## config.mk

```make
export PLATFORM = sky130hd
export DESIGN_NAME = bitserial_add_ctrl_flat
export DESIGN_NICKNAME = d
export VERILOG_FILES = /design/src/rtl/bitserial_add_ctrl_pkg.sv /design/src/rtl/bitserial_add_ctrl_if.sv /design/src/rtl/bitserial_add_ctrl_halfadder.sv /design/src/rtl/bitserial_add_ctrl.sv /design/src/flat_wrapper.sv
export SDC_FILE = /design/constraint.sdc
export NUM_CORES = 1
export LEC_CHECK = 0
export ABC_AREA = 1
export BUFFER_PORTS_ARGS = -buffer_cell sky130_fd_sc_hd__clkbuf_2
export CAP_MARGIN = 20
export CORE_MARGIN = 8
export CORE_UTILIZATION = 29
export CTS_CLUSTER_DIAMETER = 120
export DETAILED_ROUTE_END_ITERATION = 7
export GPL_ROUTABILITY_DRIVEN = 0
export GPL_TIMING_DRIVEN = 1
export SYNTH_ARGS = -nofsm -noshare
export SYNTH_HDL_FRONTEND = slang
export SYNTH_SLANG_ARGS = --single-unit
```

## constraint.sdc

```tcl
create_clock -name clk -period 1.4 [get_ports clk]
set_clock_uncertainty 0.15 [all_clocks]
set_input_delay 0 -clock clk [delete_from_list [all_inputs] [get_ports clk]]
set_output_delay 0 -clock clk [all_outputs]
set_load 0.05 [all_outputs]
```

## src/rtl/bitserial_add_ctrl_pkg.sv

```systemverilog
// Shared types and constants for the bit-serial adder controller.
package bitserial_add_pkg;

   // Default operand width in bits.
   localparam int DEFAULT_WIDTH = 8;

   // Controller states: waiting for operands, shifting bits, holding the result.
   typedef enum logic [1:0] {
      IDLE = 2'd0,
      RUN  = 2'd1,
      DONE = 2'd2
   } state_t;

endpackage : bitserial_add_pkg

```

## src/rtl/bitserial_add_ctrl_if.sv

```systemverilog
// Operand/result handshake bundle for the bit-serial adder controller.
interface bitserial_add_ctrl_if #(
   parameter int WIDTH = 8
);
   logic             start_valid;
   logic             start_ready;
   logic [WIDTH-1:0] a;
   logic [WIDTH-1:0] b;
   logic             cin;
   logic             res_valid;
   logic             res_ready;
   logic [WIDTH-1:0] sum;
   logic             cout;
   logic             busy;

   // Producer/consumer side: offers operands, takes results.
   modport master (
      output start_valid, a, b, cin, res_ready,
      input  start_ready, res_valid, sum, cout, busy
   );

   // Adder side: takes operands, offers results.
   modport slave (
      input  start_valid, a, b, cin, res_ready,
      output start_ready, res_valid, sum, cout, busy
   );
endinterface : bitserial_add_ctrl_if

```

## src/rtl/bitserial_add_ctrl_halfadder.sv

```systemverilog
// One-bit half adder; two of these plus an OR form the full-adder slice.
module halfadder (
   input  logic x,
   input  logic y,
   output logic s,
   output logic c
);
   assign s = x ^ y;
   assign c = x & y;
endmodule : halfadder

```

## src/rtl/bitserial_add_ctrl.sv

```systemverilog
// Bit-serial adder: accepts a/b/cin, adds one bit per cycle LSB first,
// then presents {cout,sum} until the consumer takes it.
module bitserial_add_ctrl
   import bitserial_add_pkg::*;
#(
   parameter int WIDTH = DEFAULT_WIDTH
) (
   input  logic                 clk,
   input  logic                 rst_n,
   bitserial_add_ctrl_if.slave  bus
);
   localparam int CNT_W = $clog2(WIDTH);
   localparam logic [CNT_W-1:0] LAST_BIT = CNT_W'(WIDTH - 1);

   state_t           state_r;
   logic [WIDTH-1:0] a_sh_r;
   logic [WIDTH-1:0] b_sh_r;
   logic [WIDTH-1:0] sum_r;
   logic [CNT_W-1:0] cnt_r;
   logic             carry_r;
   logic             cout_r;
   logic             start_ready_r;
   logic             res_valid_r;
   logic             busy_r;

   logic             ha0_sum_s;
   logic             ha0_carry_s;
   logic             ha1_sum_s;
   logic             ha1_carry_s;
   logic             slice_carry_s;

   // Full-adder slice on the current LSBs and the running carry.
   halfadder u_ha0 (
      .x (a_sh_r[0]),
      .y (b_sh_r[0]),
      .s (ha0_sum_s),
      .c (ha0_carry_s)
   );

   halfadder u_ha1 (
      .x (ha0_sum_s),
      .y (carry_r),
      .s (ha1_sum_s),
      .c (ha1_carry_s)
   );

   assign slice_carry_s = ha0_carry_s | ha1_carry_s;

   // Controller FSM with datapath registers and registered handshake outputs.
   always_ff @(posedge clk or negedge rst_n) begin
      if (!rst_n) begin
         state_r       <= IDLE;
         a_sh_r        <= '0;
         b_sh_r        <= '0;
         sum_r         <= '0;
         cnt_r         <= '0;
         carry_r       <= 1'b0;
         cout_r        <= 1'b0;
         start_ready_r <= 1'b1;
         res_valid_r   <= 1'b0;
         busy_r        <= 1'b0;
      end else begin
         case (state_r)
            IDLE: begin
               // sum/cout keep the previous result until a new accept.
               if (bus.start_valid) begin
                  a_sh_r        <= bus.a;
                  b_sh_r        <= bus.b;
                  carry_r       <= bus.cin;
                  cnt_r         <= '0;
                  state_r       <= RUN;
                  start_ready_r <= 1'b0;
                  busy_r        <= 1'b1;
               end
            end
            RUN: begin
               a_sh_r  <= {1'b0, a_sh_r[WIDTH-1:1]};
               b_sh_r  <= {1'b0, b_sh_r[WIDTH-1:1]};
               sum_r   <= {ha1_sum_s, sum_r[WIDTH-1:1]};
               carry_r <= slice_carry_s;
               if (cnt_r == LAST_BIT) begin
                  cout_r      <= slice_carry_s;
                  state_r     <= DONE;
                  res_valid_r <= 1'b1;
               end else begin
                  cnt_r <= cnt_r + CNT_W'(1);
               end
            end
            DONE: begin
               // Handshake edge only returns to IDLE; accepting waits a cycle.
               if (bus.res_ready) begin
                  state_r       <= IDLE;
                  res_valid_r   <= 1'b0;
                  busy_r        <= 1'b0;
                  start_ready_r <= 1'b1;
               end
            end
            default: begin
               state_r       <= IDLE;
               res_valid_r   <= 1'b0;
               busy_r        <= 1'b0;
               start_ready_r <= 1'b1;
            end
         endcase
      end
   end

   assign bus.start_ready = start_ready_r;
   assign bus.res_valid   = res_valid_r;
   assign bus.busy        = busy_r;
   assign bus.sum         = sum_r;
   assign bus.cout        = cout_r;

endmodule : bitserial_add_ctrl

```

## src/flat_wrapper.sv

```systemverilog
// flat-port wrapper written by rule: the top's interface ports become plain ports
module bitserial_add_ctrl_flat import bitserial_add_pkg::*;
#(
   parameter int WIDTH = DEFAULT_WIDTH
)
  (clk, rst_n, bus_start_valid, bus_a, bus_b, bus_cin, bus_res_ready, bus_start_ready, bus_res_valid, bus_sum, bus_cout, bus_busy);
  bitserial_add_ctrl_if #(.WIDTH(WIDTH)) bus_i ();
  input  logic clk;
  input  logic rst_n;
  input wire logic [$bits(bus_i.start_valid)-1:0] bus_start_valid;
  input wire logic [$bits(bus_i.a)-1:0] bus_a;
  input wire logic [$bits(bus_i.b)-1:0] bus_b;
  input wire logic [$bits(bus_i.cin)-1:0] bus_cin;
  input wire logic [$bits(bus_i.res_ready)-1:0] bus_res_ready;
  output wire logic [$bits(bus_i.start_ready)-1:0] bus_start_ready;
  output wire logic [$bits(bus_i.res_valid)-1:0] bus_res_valid;
  output wire logic [$bits(bus_i.sum)-1:0] bus_sum;
  output wire logic [$bits(bus_i.cout)-1:0] bus_cout;
  output wire logic [$bits(bus_i.busy)-1:0] bus_busy;
  assign bus_i.start_valid = bus_start_valid;
  assign bus_i.a = bus_a;
  assign bus_i.b = bus_b;
  assign bus_i.cin = bus_cin;
  assign bus_i.res_ready = bus_res_ready;
  assign bus_start_ready = bus_i.start_ready;
  assign bus_res_valid = bus_i.res_valid;
  assign bus_sum = bus_i.sum;
  assign bus_cout = bus_i.cout;
  assign bus_busy = bus_i.busy;
  bitserial_add_ctrl #(.WIDTH(WIDTH)) u_core (.clk(clk), .rst_n(rst_n), .bus(bus_i));
endmodule
```

==> impl_metrics.tcl <==
set metrics [dict create \
    fp.dieH_um 90.11 \
    setup_tns_ns 0 \
    io_buffers 32 \
    setup_violations 0 \
    worst_pin_slew_ns 0.4438 \
    drt-wirelength-per-cell_um 11.49 \
    worstSetupStartpointType "register" \
    yosysWarnings 0 \
    sequentialPowerShare_pct 33.1 \
    core-area_um2 5405 \
    rsz0062_at_grt "yes" \
    clock_sinks 34 \
    status "completed" \
    syn_nets 224 \
    finalNetCount 283 \
    crit_type "reg -> reg" \
    required_ns 1.44 \
    rr_startpoint "u_core.cnt_r[0]" \
    yosysMostFrequentCell "nand2_1" \
    layout-drive-gt1-share_pct 22.69 \
    arrival_ns 1.38 \
    row_count 27 \
    reg2reg_setup_slack_ns 0.06 \
    worstPathMaxFanout 4 \
    total_leakage_power_nw 1.217 \
    area_delta_synth_final_pct 37.86 \
    antenna_found_initial 0 \
    first_pass_iters 4 \
    syn_area_um2 1593 \
    finalHoldViolCount 0 \
    grt-ovfl-total 0 \
    ys_seq_area_share_pct 53.50 \
    hold_path.class "in -> async" \
    ys_types 17 \
    ys_top_cells_by_count "nand2_1 (110), dfrtp_1 (33), nand3_1 (19), inv_1 (11), o21ai_0 (7)" \
    cts_buffer_depth 2 \
    fmax_ghz 0.7462 \
    stdcell_area_um2 2196 \
    grt_pass1_vias 1473 \
    powerDensity_nw_per_um2 2328 \
    final_cells 332 \
    synth_enable_flop_cells 0 \
    finalPower_mw 5.113 \
    place_hpwl_um 2634 \
    grtUsageTotal_pct 10.19 \
    yosys-top-cells-area "dfrtp_1 (52%), nand2_1 (26%), nand3_1 (6.0%)" \
    drt-initial-drc-count 87 \
    ys.flop_type "dfrtp_1" \
    slew_violations 0 \
    grt_pass1_wl_um 6748 \
    synth_area_leader_cell "dfrtp_1" \
    ant_nets 0 \
    avgSynthCellArea_um2 7.964 \
    startpoint "u_core.cnt_r[0]" \
    io_pins 33 \
    synth_top_area_share_pct 51.85 \
    htreeDepth 2 \
    cp-end-kind "register" \
    cts-buffers-inserted 5 \
    drc_errors 0 \
    p_int_mw 2.872 \
    p_sw_share_pct 43.83 \
    fin_crit_sh_pct 95.72 \
    cts_tree "yes" \
    synthArstFlopShare_pct 100.0 \
    avgViaCountPerCell 4.196 \
    syn_inst 200 \
    grt_max_degree 35 \
    num_vias 1393 \
    fin_crit_ns 1.340 \
    slew_headroom_pct 70.41 \
    r2r_end "u_core.bus.res_valid" \
    die-area_um2 8120 \
    reg2reg_depth 6 \
    ys_seq_elements 34 \
    ir_drop_uv 819.7 \
    p_switching_mw 2.241 \
    fp.dieW_um 90.11 \
    wirelength_um 3815 \
    antenna_cells 0 \
    cts-root-buf "clkbuf_8" \
    max_cap_viol_count 0 \
    path_clk_slew_ns 0.08 \
    start_util_pct 29.47 \
    p_comb_share_pct 45.3 \
    clock_latency_ns 0.29 \
    place_inst 304 \
    post_cts_buffers 0 \
    power_frac_clock_pct 21.6 \
    placed_area_um2 1846 \
]
## registers in the layout, indices dropped and copies added, names as in the netlist
name and cells:
u_core.bus.res_valid 1, u_core.a_sh_r 8, u_core.cnt_r 3, u_core.carry_r 1, u_core.bus.sum 8, u_core.bus.busy 1
u_core.bus.cout 1, u_core.b_sh_r 8, u_core.state_r 2, u_core.bus.start_ready 1
## cells by family after synthesis
family	synth area share, %
compound gates	3.692
fa+ha+maj	2.828
buf+inv	6.442
flops	53.50
simple gates	33.54
## how the worst max path moves through the flow
| stage | endpoint | depth (start not counted) |
|---|---|---|
| floorplan | u_core.a_sh_r[5] | 6 |
| global placement | u_core.cnt_r[0] | 7 |
| detailed placement | u_core.bus.res_valid | 6 |
| CTS | u_core.bus.res_valid | 6 |
| global route | u_core.bus.cout | 7 |
| finish | u_core.bus.res_valid | 6 |
## per-stage QoR
stage               utilization (%)  setup WS (ns)  hold slack, ns
floorplan                         -        0.08701         -0.4456
global placement              34.14        0.07663        -0.08882
detailed placement            34.14        0.02973        -0.08342
CTS                           40.39        0.03817          0.1406
global route                  40.63       -0.01082          0.1600
finish                        40.63        0.05989          0.1212
## cell type report
type                            instances  area (um^2)
Clock inverter                          3        68.82
Multi-Input combinational cell        145        645.6
Fill cell                             575         3209
Tap cell                               72        90.09
Timing Repair Buffer                   59        416.7
Inverter                               14        52.55
Clock buffer                            5        68.82
Sequential cell                        34        853.3
## layer usage
layer  wire length, um  global-route usage, %
met5                 0                      0
met4                65                  4.161
met1              1866                  12.15
met2              1663                  16.07
met3               221                  3.907
## worst max-delay path: stages, from the launching register on
cell	delay, ns
dfrtp_1	0.40
ha_1	0.20
ha_1	0.18
inv_2	0.07
nor2_2	0.05
o21ai_0	0.14
inv_1	0.05
## cell usage in the layout (no fill, tap or decap), drive strengths merged
master and count:
buf 7, nand3 19, dlygate4sd3 20, nor2 2, dfstp 1, o21ai 8, o21bai 1, clkinv 1
nand2 111, fa 1, bufinv 2, inv 14, ha 2, nand3b 1, clkbuf 37, dfrtp 33
## power by group through the flow
stage	sequential (mW)	clock [mW]	combinational, mW
floorplan	2.18	0	1.23
global placement	1.69	0	2.25
detailed placement	1.70	0	2.29
CTS	1.69	1.14	2.33
global route	1.75	1.17	2.62
finish	1.69	1.10	2.32
## repair_timing
| action | in CTS | in global routing |
|---|---|---|
| endpoints found under the setup margin | 0 | 10 |
| gates resized for setup | 0 | 7 |
| hold endpoints to repair | 55 | 0 |
| hold buffers | 20 | 0 |
Note: power is estimated with default switching activity, not from simulation.
